$ cat config.mk
export PLATFORM = sky130hd
export DESIGN_NAME = pc_sequencer
export DESIGN_NICKNAME = d
export VERILOG_FILES = /design/src/rtl/pc_sequencer.sv
export SDC_FILE = /design/constraint.sdc
export NUM_CORES = 1
export LEC_CHECK = 0
export ABC_CLOCK_PERIOD_IN_PS = 5350
export CAP_MARGIN = 20
export CORE_MARGIN = 3
export CORE_UTILIZATION = 61
export CTS_CLUSTER_SIZE = 12
export DETAILED_ROUTE_END_ITERATION = 12
export PLACE_DENSITY = 0.86
export SYNTH_ARGS = -nofsm -noshare
export SYNTH_HDL_FRONTEND = slang
export SYNTH_SLANG_ARGS = --single-unit
$ cat constraint.sdc
create_clock -name clk -period 5.35 [get_ports clk]
set_clock_uncertainty 0.2 [all_clocks]
set_input_delay 1.07 -clock clk [delete_from_list [all_inputs] [get_ports clk]]
set_output_delay 1.07 -clock clk [all_outputs]
set_load 0.005 [all_outputs]
$ cat src/rtl/pc_sequencer.sv
// pc_sequencer: fetch-stage PC with seq/branch/jump/call/ret and return stack; in clk rst stall op cond offset target, out pc depth ovf unf flush
module pc_sequencer #(
  parameter int WIDTH = 16,
  parameter int DEPTH = 4,
  parameter logic [WIDTH-1:0] RESET_VECTOR = '0
) (
  input  logic                       clk,
  input  logic                       rst,
  input  logic                       stall,
  input  logic [2:0]                 op,
  input  logic                       cond,
  input  logic [WIDTH-1:0]           offset,
  input  logic [WIDTH-1:0]           target,
  output logic [WIDTH-1:0]           pc,
  output logic [$clog2(DEPTH):0]     depth,
  output logic                       ovf,
  output logic                       unf,
  output logic                       flush
);
  localparam int AW = $clog2(DEPTH);
  localparam int DW = AW + 1;
  logic [WIDTH-1:0] stack [DEPTH];
  logic [WIDTH-1:0] pc_inc, pc_next, top;
  logic [DW-1:0] depth_next;
  logic full, empty, br_taken, is_jmp, is_call, is_ret, push, pop, redirect;
  assign pc_inc = pc + WIDTH'(1);
  assign full = depth == DW'(DEPTH);
  assign empty = depth == '0;
  assign top = stack[AW'(depth - DW'(1))];
  assign br_taken = op == 3'b001 && cond;
  assign is_jmp = op == 3'b010;
  assign is_call = op == 3'b011;
  assign is_ret = op == 3'b100;
  assign push = is_call && !full;
  assign pop = is_ret && !empty;
  assign redirect = br_taken || is_jmp || is_call || pop;
  always_comb begin
    pc_next = br_taken ? pc + offset : (is_jmp || is_call) ? target : pop ? top : pc_inc;
    depth_next = push ? depth + DW'(1) : pop ? depth - DW'(1) : depth;
  end
  always_ff @(posedge clk) begin
    if (rst) begin
      pc <= RESET_VECTOR;
      depth <= '0;
      ovf <= 1'b0;
      unf <= 1'b0;
      flush <= 1'b0;
      for (int i = 0; i < DEPTH; i++) stack[i] <= '0;
    end else if (stall) begin
      flush <= 1'b0;
    end else begin
      pc <= pc_next;
      depth <= depth_next;
      ovf <= ovf | (is_call && full);
      unf <= unf | (is_ret && empty);
      flush <= redirect;
      if (push) stack[depth[AW-1:0]] <= pc_inc;
    end
  end
endmodule

Word level (Yosys, flattened, before mapping)
Memories as Yosys holds them, arrays and structs flattened.
Index checks and enable logic that the tools add are counted.
W data, S select, Z words.
{ "totals": {"regBits": 22, "mem_bits_rw": 64, "inputBits": 39, "output_inout_bits": 22, "elab_cells": 48, "mem_count": 1} }
{ "classes": {"n_addsub": 4, "n_eq_ne": 5, "mux": 14, "bitwise": 3, "n_reduce_logical": 16} }
{ "mem_list": {"columns": ["name", "depth", "word_bits", "rd", "rd_ports_with_merged_regs", "write_ports", "line", "source"], "rows": [
  ["stack", 4, 16, 1, 0, 4, "22", "logic [WIDTH-1:0] stack [DEPTH];"]
]} }
{ "op_table": {"columns": ["cell", "n"], "rows": [
  ["$mux W16", 4],
  ["$add A16 B1 Y16 const B", 1],
  ["$add A16 B16 Y16", 1],
  ["$reduce_or A16 Y1", 1],
  ["$mux W1", 7],
  ["$eq A3 B2 Y1 const B", 2],
  ["$eq A3 B3 Y1 const B", 2],
  ["$mux W3", 2],
  ["$logic_and A1 B1 Y1", 5],
  ["$logic_or A1 B1 Y1", 4],
  ["$add A3 B1 Y3 const B", 1],
  ["$eq A3 B1 Y1 const B", 1],
  ["$logic_not A3 Y1", 1],
  ["$sub A3 B1 Y3 const B", 1],
  ["$logic_not A1 Y1", 2],
  ["$mux W2", 1],
  ["$or A1 B1 Y1", 2],
  ["$reduce_and A2 Y1", 1],
  ["$reduce_bool A2 Y1", 1],
  ["$reduce_or A2 Y1", 1],
  ["$not A1 Y1", 1]
]} }

Logic depth before layout (Yosys ltp)
Gate-level depths: netlist of run 1.
{ "logic_depth": {"depth_word": 9, "depth_mapped": 12, "mapped_depth_nobuf": 8} }

Worst setup path before layout of run 1
No wires, ideal clock.
{ "synth_path": {"path_kind": "input to register", "from": "in op[1]", "to": "mem stack[3][0], enable pin", "setup_ps": 414, "t_arrival_ps": 2998, "required_time_ps": 4736, "slack_ps": 1737, "stages": 4, "n_path_buf": 1, "path_cell_list": "nor2b_1 clkbuf_1 nand3_1 o31ai_1"} }
{ "synth_rtl": {"columns": ["element", "line", "source"], "rows": [
  ["from (decl)", "10", "input logic [2:0] op,"],
  ["to (decl)", "22", null]
]} }

==> results.ini, run 1 <==
[clocking]
cts_sinks=86
htreeDepth=3
root_buffer=clkbuf_8
clkTransAtPathRegs_ns=0.09
clk_path_buf_depth=2
cts_tree=yes
cts_buffers=9
cts_setup_buffers=0
post_cts_resized=0
clock_latency_ns=0.36
ctsHoldBuffers=0

[logic_synthesis]
synthDistinctLibCells=61
ys.flop_type=edfxtp_1
synth_area_leader_cell=edfxtp_1
synth_area_per_cell_um2=10.3
synth.ff_latch_count=86
syn-cell-area_mm2=0.00499
async_reset_ff_share_pct=0
synth_fp_nets=543
synth_seq_area_share_pct=47.3
netlist.area_leader.share_pct=38.5
synth_edf_count=64
synth.top_cells.by_area=edfxtp_1 38%, dfxtp_1 8.8%, mux4_2 7.2%
yosysWarningCount=0
synthCells=484

[power]
p_per_area_mw_per_mm2=253
power_leakage_nw=2.10
vdd_drop_max_v=0.000245

[finish]
drive_gt1_share_pct=9.26
area_growth_pct=17.1
finish.utilization_pct=74.5
instances_no_fill=642
nets=594
antennaDiodeCount=0

[global_route]
grt_pass1_vias=4033
overflow=0
grt_util_all_layers_pct=30.1
antenna_found_initial=0
grt_pass1_wl_mm=20.6
grt_max_degree=31

[floorplanning]
die_h_um=96.5
num_rows=32
core-area_mm2=0.00785
start_util_pct=63.6
ios=61
dieArea_mm2=0.00931
die_w_um=96.5

[detailed_routing]
vias_per_cell=6.63
wire_per_inst_um=20.7
vias=4257
drt.antenna.violating_nets=0
drcViolationCount=0
routed_wl_mm=13.3
dr.pass1.iters=5
drt_iter0_markers=339

[timing]
tns_ns=0
fin_crit_sh_pct=72.1
rsz0062_at_grt=no
hold_viol=0
relSlewSlack_pct=45.4
worst_pin_slew_ns=0.819
slew_viol_final=0
period_needed_ns=3.86
clock.fmax_ghz=0.259
setup_viol=0

[critical_path]
end_kind=flip-flop
crit_type=in2reg
cp.arrival_ns=3.60
crit_fanout=23
cp.required_ns=5.10
start_kind=input port

[place]
dpl.hpwl_mm=9.45
portBuffers=60
place.gp.congestion=0.894
dp.cells=626

[run]
maxCapViolCount=0

[status]
status=completed

[hold_path]
hold_class=reg2reg

-- routing by layer --
metal  global-route usage (%)  up-vias  share of wire (%)
met1                     38.3     2048                 39
met4                     13.7        0                3.1
met3                     7.51       36                9.2
met2                     48.9      261                 49
met5                        0        -                  0
li1                         -     1912                  -
-- critical path: stages --
cell and delay [ns]:
clkdlybuf4s50_1 0.47, buf_4 0.28, clkinv_1 0.32, nand4_1 0.16, buf_4 0.25, or3_1 0.49, nand2_1 0.56
-- synthesized netlist by cell type (3+ instances only) --
cell type  number
nor2_1         95
edfxtp_1       64
a21oi_1        31
nand2_1        29
dfxtp_1        22
ha_1           19
xnor2_1        17
mux4_2         16
clkbuf_1       15
nor3_1         13
o21ai_0        12
inv_1          11
o211ai_1       10
buf_2           9
and3_1          8
nand3_1         8
a211oi_1        7
nand4_1         7
a21o_1          6
or3_1           6
nor4_1          5
xor2_1          5
a31oi_1         4
o21a_1          4
o31ai_1         4
a221oi_1        3
and2_1          3
nand2b_1        3
nor3b_1         3
o211a_1         3
o31a_1          3
-- state kept, by name, indices dropped and copies added (netlist names) --
| name | count |
|---|---|
| depth | 3 |
| ovf | 1 |
| flush | 1 |
| unf | 1 |
| pc | 16 |
| stack | 64 |
-- final timing paths --
check | from | endpoint | slack (ns) | depth (start not counted)
setup / recovery | rst | stack[2][2]$_SDFFCE_PN0P_ | 1.49 | 7
hold / removal | unf$_SDFFE_PP0N_ | unf$_SDFFE_PP0N_ | 0.38 | 2
setup reg to reg | depth[0]$_SDFFE_PP0P_ | pc[14]$_SDFFE_PP0N_ | 1.88 | 8
hold reg to reg | unf$_SDFFE_PP0N_ | unf$_SDFFE_PP0N_ | 0.38 | 2
-- area by class of cell --
cell class / count / area (um2)
multi-input combinational: 357 / 2460
timing repair buffer: 69 / 668
clock buffer: 9 / 124
clock inverter: 7 / 56.3
tap: 102 / 128
fill: 565 / 2000
sequential: 86 / 2360
inverter: 12 / 45.0
-- placed cells by master, fill, tap and decap left out, types with 10 or more instances in the layout --
master,count
nor2_1,95
edfxtp_1,64
clkdlybuf4s50_1,60
a21oi_1,31
nand2_1,29
dfxtp_1,22
ha_1,19
xnor2_1,17
mux4_2,16
nor3_1,13
o21ai_0,12
inv_1,11
o211ai_1,10
-- where the power goes --
part	switching (mW)	internal, mW	total [mW]
combinational	0.148	0.129	0.278
sequential	0.0285	0.742	0.771
clock	0.254	0.174	0.428
total	0.431	1.05	1.48
-- cell families after synthesis --
kind of cell | after synthesis | synth area share [%]
AND/OR/NAND/NOR | 188 | 17.2
buffers and inverters | 41 | 3.48
flip-flops | 86 | 47.3
adder cells (fa/ha/maj) | 20 | 5.16
multiplexers | 18 | 7.72
AO/OA/AOI/OAI | 109 | 15.3
XOR/XNOR | 22 | 3.86
-- stage by stage --
stage	hold slack (ns)	instance area [um2]	total power [mW]	setup WS [ns]
after floorplan	0.260	4990	0.947	1.74
after global placement	0.346	5670	1.05	1.33
after detailed placement	0.341	5670	1.06	1.21
after CTS	0.365	5850	1.47	1.57
after global routing	0.386	5850	1.53	1.37
final	0.376	5850	1.48	1.49
Power figures use the tool's default switching activity.
==> inputs of run 2 (changes only) <==
Settings changed: ABC_CLOCK_PERIOD_IN_PS 5350 to 3740, CORE_UTILIZATION 61 to 56, PLACE_DENSITY 0.86 to 0.8.
Clock period 5.35 ns to 3.74 ns, I/O delays scaled along.
==> results.ini, run 2 (synthesized netlist as in run 1, its figures left out) <==
[timing]
hold_viol=0
fin_crit_sh_pct=88.8
relSlewSlack_pct=62.4
rsz0062_at_grt=no
worst_pin_slew_ns=0.560
slew_viol_final=0
finalWorstSetupSlack_ns=0.418
clock.fmax_ghz=0.301
setup_viol=0
tns_ns=0
period_needed_ns=3.32

[clocking]
clk_path_buf_depth=2
clock_latency_ns=0.36
root_buffer=clkbuf_8
cts_setup_buffers=0
cts_tree=yes
cts_sinks=86
post_cts_resized=0
htreeDepth=3
clkTransAtPathRegs_ns=0.09
cts_buffers=9
ctsHoldBuffers=0

[finish]
drive_gt1_share_pct=11.7
area_growth_pct=19.4
antennaDiodeCount=0
fillers=633
mostFrequentLayoutCells=95 x nor2_1, 64 x edfxtp_1, 60 x clkdlybuf4s50_1, 31 x a21oi_1, 29 x nand2_1
largest_reg_flops=64
largest_register=stack
nets=609
layout_commonest_cell=nor2_1
reg_top3=stack: 64 flops, pc: 16 flops, depth: 3 flops

[detailed_routing]
wire_per_inst_um=18.9
drt_iter0_markers=217
vias_per_cell=6.13
drcViolationCount=0
routed_wl_mm=12.5
vias=4048
dr.pass1.iters=5
drt.antenna.violating_nets=0

[floorplanning]
die_h_um=100
dieArea_mm2=0.0101
num_rows=33
start_util_pct=59.3
core-area_mm2=0.00842
die_w_um=100
ios=61

[status]
status=completed

[run]
maxCapViolCount=0

[critical_path]
cp.required_ns=3.78
crit_type=in2reg
rrSetupSlack_ns=0.69
end_kind=flip-flop
start_kind=input port
crit_fanout=4
worstRegToRegCells=8
cp.arrival_ns=3.36

[power]
p_per_area_mw_per_mm2=353
vdd_drop_max_v=0.000204
power_leakage_nw=2.18

[global_route]
grt_pass1_wl_mm=20.2
grt_max_degree=24
overflow=0
grt_pass1_vias=4045
grt_util_all_layers_pct=25.9
antenna_found_initial=0

[place]
dpl.hpwl_mm=9.08
place.gp.congestion=0.873
pre_cts_ws_ns=0.0474
portBuffers=60

[hold_path]
min_path_cells=2
hold_class=reg2reg

-- run 2: changes by cell type in the layout (fill, tap and decap cells not counted), sizes merged --
cell / change
clkinvlp: -2
clkinv: +2
buf: +15
-- run 2: routing by layer --
layer | up-vias | track usage (%) | routed length, um
met5 | - | 0 | 0
met4 | 0 | 9.02 | 278
met3 | 29 | 3.41 | 924
met2 | 186 | 43.2 | 6050
met1 | 1890 | 34.9 | 5210
li1 | 1943 | - | -
-- run 2: layout make-up --
class / instances / area, um2 / share of cell area, %
multi-input combinational: 357 / 2460 / 41.3
sequential: 86 / 2360 / 39.6
timing repair buffer: 84 / 781 / 13.1
tap: 105 / 131 / 2.20
clock buffer: 9 / 124 / 2.08
clock inverter: 7 / 55.1 / 0.924
inverter: 12 / 45.0 / 0.756
-- run 2: final timing paths --
check,end,startpoint
max,pc[14]$_SDFFE_PP0N_,offset[0]
min,unf$_SDFFE_PP0N_,unf$_SDFFE_PP0N_
max reg2reg,pc[14]$_SDFFE_PP0N_,pc[0]$_SDFFE_PP0N_
min reg2reg,unf$_SDFFE_PP0N_,unf$_SDFFE_PP0N_
-- run 2: through the flow --
step | cells | total power [mW] | utilization [%] | area, um2 | hold WS (ns)
floorplan | 484 | 1.35 | - | 4990 | 0.260
global placement | 644 | 1.50 | 68.6 | 5780 | 0.298
detailed placement | 644 | 1.51 | 68.6 | 5780 | 0.304
CTS | 660 | 2.11 | 70.8 | 5960 | 0.325
global route | 660 | 2.20 | 70.8 | 5960 | 0.340
finish | 660 | 2.11 | 70.8 | 5960 | 0.317
-- run 2: critical path, cell delays in order --
cell and delay (ns):
clkdlybuf4s50_1 0.40, ha_1 0.23, fa_1 0.41, a21o_2 0.24
a221oi_2 0.33, o21ai_2 0.14, a31oi_1 0.32, a2111oi_0 0.15
or3_1 0.38
-- run 2: power by group --
group          total, mW  leakage [nW]  switching [mW]  internal (mW)
sequential          1.10         0.843          0.0387           1.06
clock              0.607        0.0935           0.357          0.250
combinational      0.399          1.24           0.207          0.193
total               2.11          2.18           0.603           1.50
==> inputs of run 3 (changes only) <==
Settings changed: CORE_MARGIN 3 to 2.
==> results.ini, run 3 (synthesized netlist as in run 1, its figures left out) <==
[status]
status=completed

[finish]
mostFrequentLayoutCells=95 x nor2_1, 64 x edfxtp_1, 60 x clkdlybuf4s50_1, 31 x a21oi_1, 29 x nand2_1
largest_reg_flops=64
reg_top3=stack: 64 flops, pc: 16 flops, depth: 3 flops
finish.utilization_pct=68.6
layout_commonest_cell=nor2_1
antennaDiodeCount=0
drive_gt1_share_pct=11.3
nets=605
area_growth_pct=19.3
design_area_mm2=0.00596
largest_register=stack

[clocking]
cts_tree=yes
cts_sinks=86
htreeDepth=3
clock_latency_ns=0.36
cts_setup_buffers=0
clk_path_buf_depth=2
ctsHoldBuffers=0
post_cts_resized=0
clkTransAtPathRegs_ns=0.10
root_buffer=clkbuf_8
cts_buffers=9

[power]
pwr-share-comb_pct=18.5
clockPowerShare_pct=30.3
design_power_total_mw=2.15
power_leakage_nw=2.16
internal_power_mw=1.51
power.switching_uw=634
vdd_drop_max_v=0.000189
power_frac_seq_pct=51.2
sw_frac_of_total_pct=29.5
p_per_area_mw_per_mm2=360

[timing]
fin_crit_sh_pct=87.6
hold_viol=0
tns_ns=0
rsz0062_at_grt=no
hold_ws_ns=0.308
slew_viol_final=0
period_needed_ns=3.28
clock.fmax_ghz=0.305
relSlewSlack_pct=60.6
setup_viol=0
worst_pin_slew_ns=0.586

[place]
placed_area_mm2=0.00576
place.gp.congestion=0.842
dpl.hpwl_mm=9.27
portBuffers=60

[global_route]
antenna_found_initial=0
grt_max_degree=31
grt_util_all_layers_pct=26.7
grt_pass1_wl_mm=20.4
overflow=0
grt_pass1_vias=4086

[floorplanning]
dieArea_mm2=0.00969
ios=61
die_h_um=98.4
start_util_pct=57.5
die_w_um=98.4
core-area_mm2=0.00868
num_rows=34

[critical_path]
reg2reg_to=pc[14]$_SDFFE_PP0N_
start_kind=input port
crit_fanout=4
worstRegToRegCells=8
rrSetupSlack_ns=0.72
rr_startpoint=pc[0]$_SDFFE_PP0N_
end_kind=flip-flop
cp.arrival_ns=3.34
cp.required_ns=3.80
crit_type=in2reg

[hold_path]
min_path_cells=2
hold_class=reg2reg
min_to=unf$_SDFFE_PP0N_
worstHoldStart=unf$_SDFFE_PP0N_

[detailed_routing]
vias=4072
drt.antenna.violating_nets=0
dr.pass1.iters=5
vias_per_cell=6.18
drt_iter0_markers=218
drcViolationCount=0
wire_per_inst_um=19.4
routed_wl_mm=12.8

[run]
maxCapViolCount=0

==> run 3: worst max-delay path by stage <==
stage,from,endpoint,slack (ns)
2_1_floorplan,op[1],stack[3][0]$_DFFE_PP_,0.45
3_3_place_gp,offset[0],pc[14]$_SDFFE_PP0N_,0.11
3_5_place_dp,offset[0],pc[14]$_SDFFE_PP0N_,0.06
4_1_cts,offset[0],pc[14]$_SDFFE_PP0N_,0.46
5_1_grt,offset[0],pc[14]$_SDFFE_PP0N_,0.26
6_report,offset[0],pc[14]$_SDFFE_PP0N_,0.46
==> run 3: layout make-up <==
class | count | area [um2]
fill | 655 | 2720
multi-input combinational | 357 | 2460
sequential | 86 | 2360
timing repair buffer | 80 | 751
tap | 108 | 135
clock buffer | 9 | 124
clock inverter | 7 | 77.6
inverter | 12 | 45.0
==> run 3: critical path, cell delays in order <==
cell             delay, ns
clkdlybuf4s50_1       0.40
ha_1                  0.23
fa_1                  0.41
a21o_2                0.25
a221oi_2              0.33
o21ai_2               0.14
a31oi_1               0.30
a2111oi_0             0.15
or3_1                 0.38
==> run 3: metal layers <==
layer	GRT usage, %	part of all wire [%]	vias to the layer above
met3	3.48	5.8	20
met5	0	0	-
met1	35.4	43	1983
li1	-	-	1933
met2	46.4	50	136
met4	8.11	1.5	0
==> run 3: power by group through the flow <==
stage                     clock network (mW)  logic, mW  registers [mW]
after floorplan                            0      0.246            1.11
after global placement                     0      0.384            1.12
after detailed placement                   0      0.391            1.12
after CTS                              0.656      0.394            1.10
after global routing                   0.683      0.432            1.11
final                                  0.650      0.397            1.10
==> run 3: metrics by stage <==
step	worst slack (ns)	cells
3_3_place_gp	0.112	643
6_report	0.462	659
4_1_cts	0.455	659
2_1_floorplan	0.449	484
5_1_grt	0.258	659
3_5_place_dp	0.0647	643
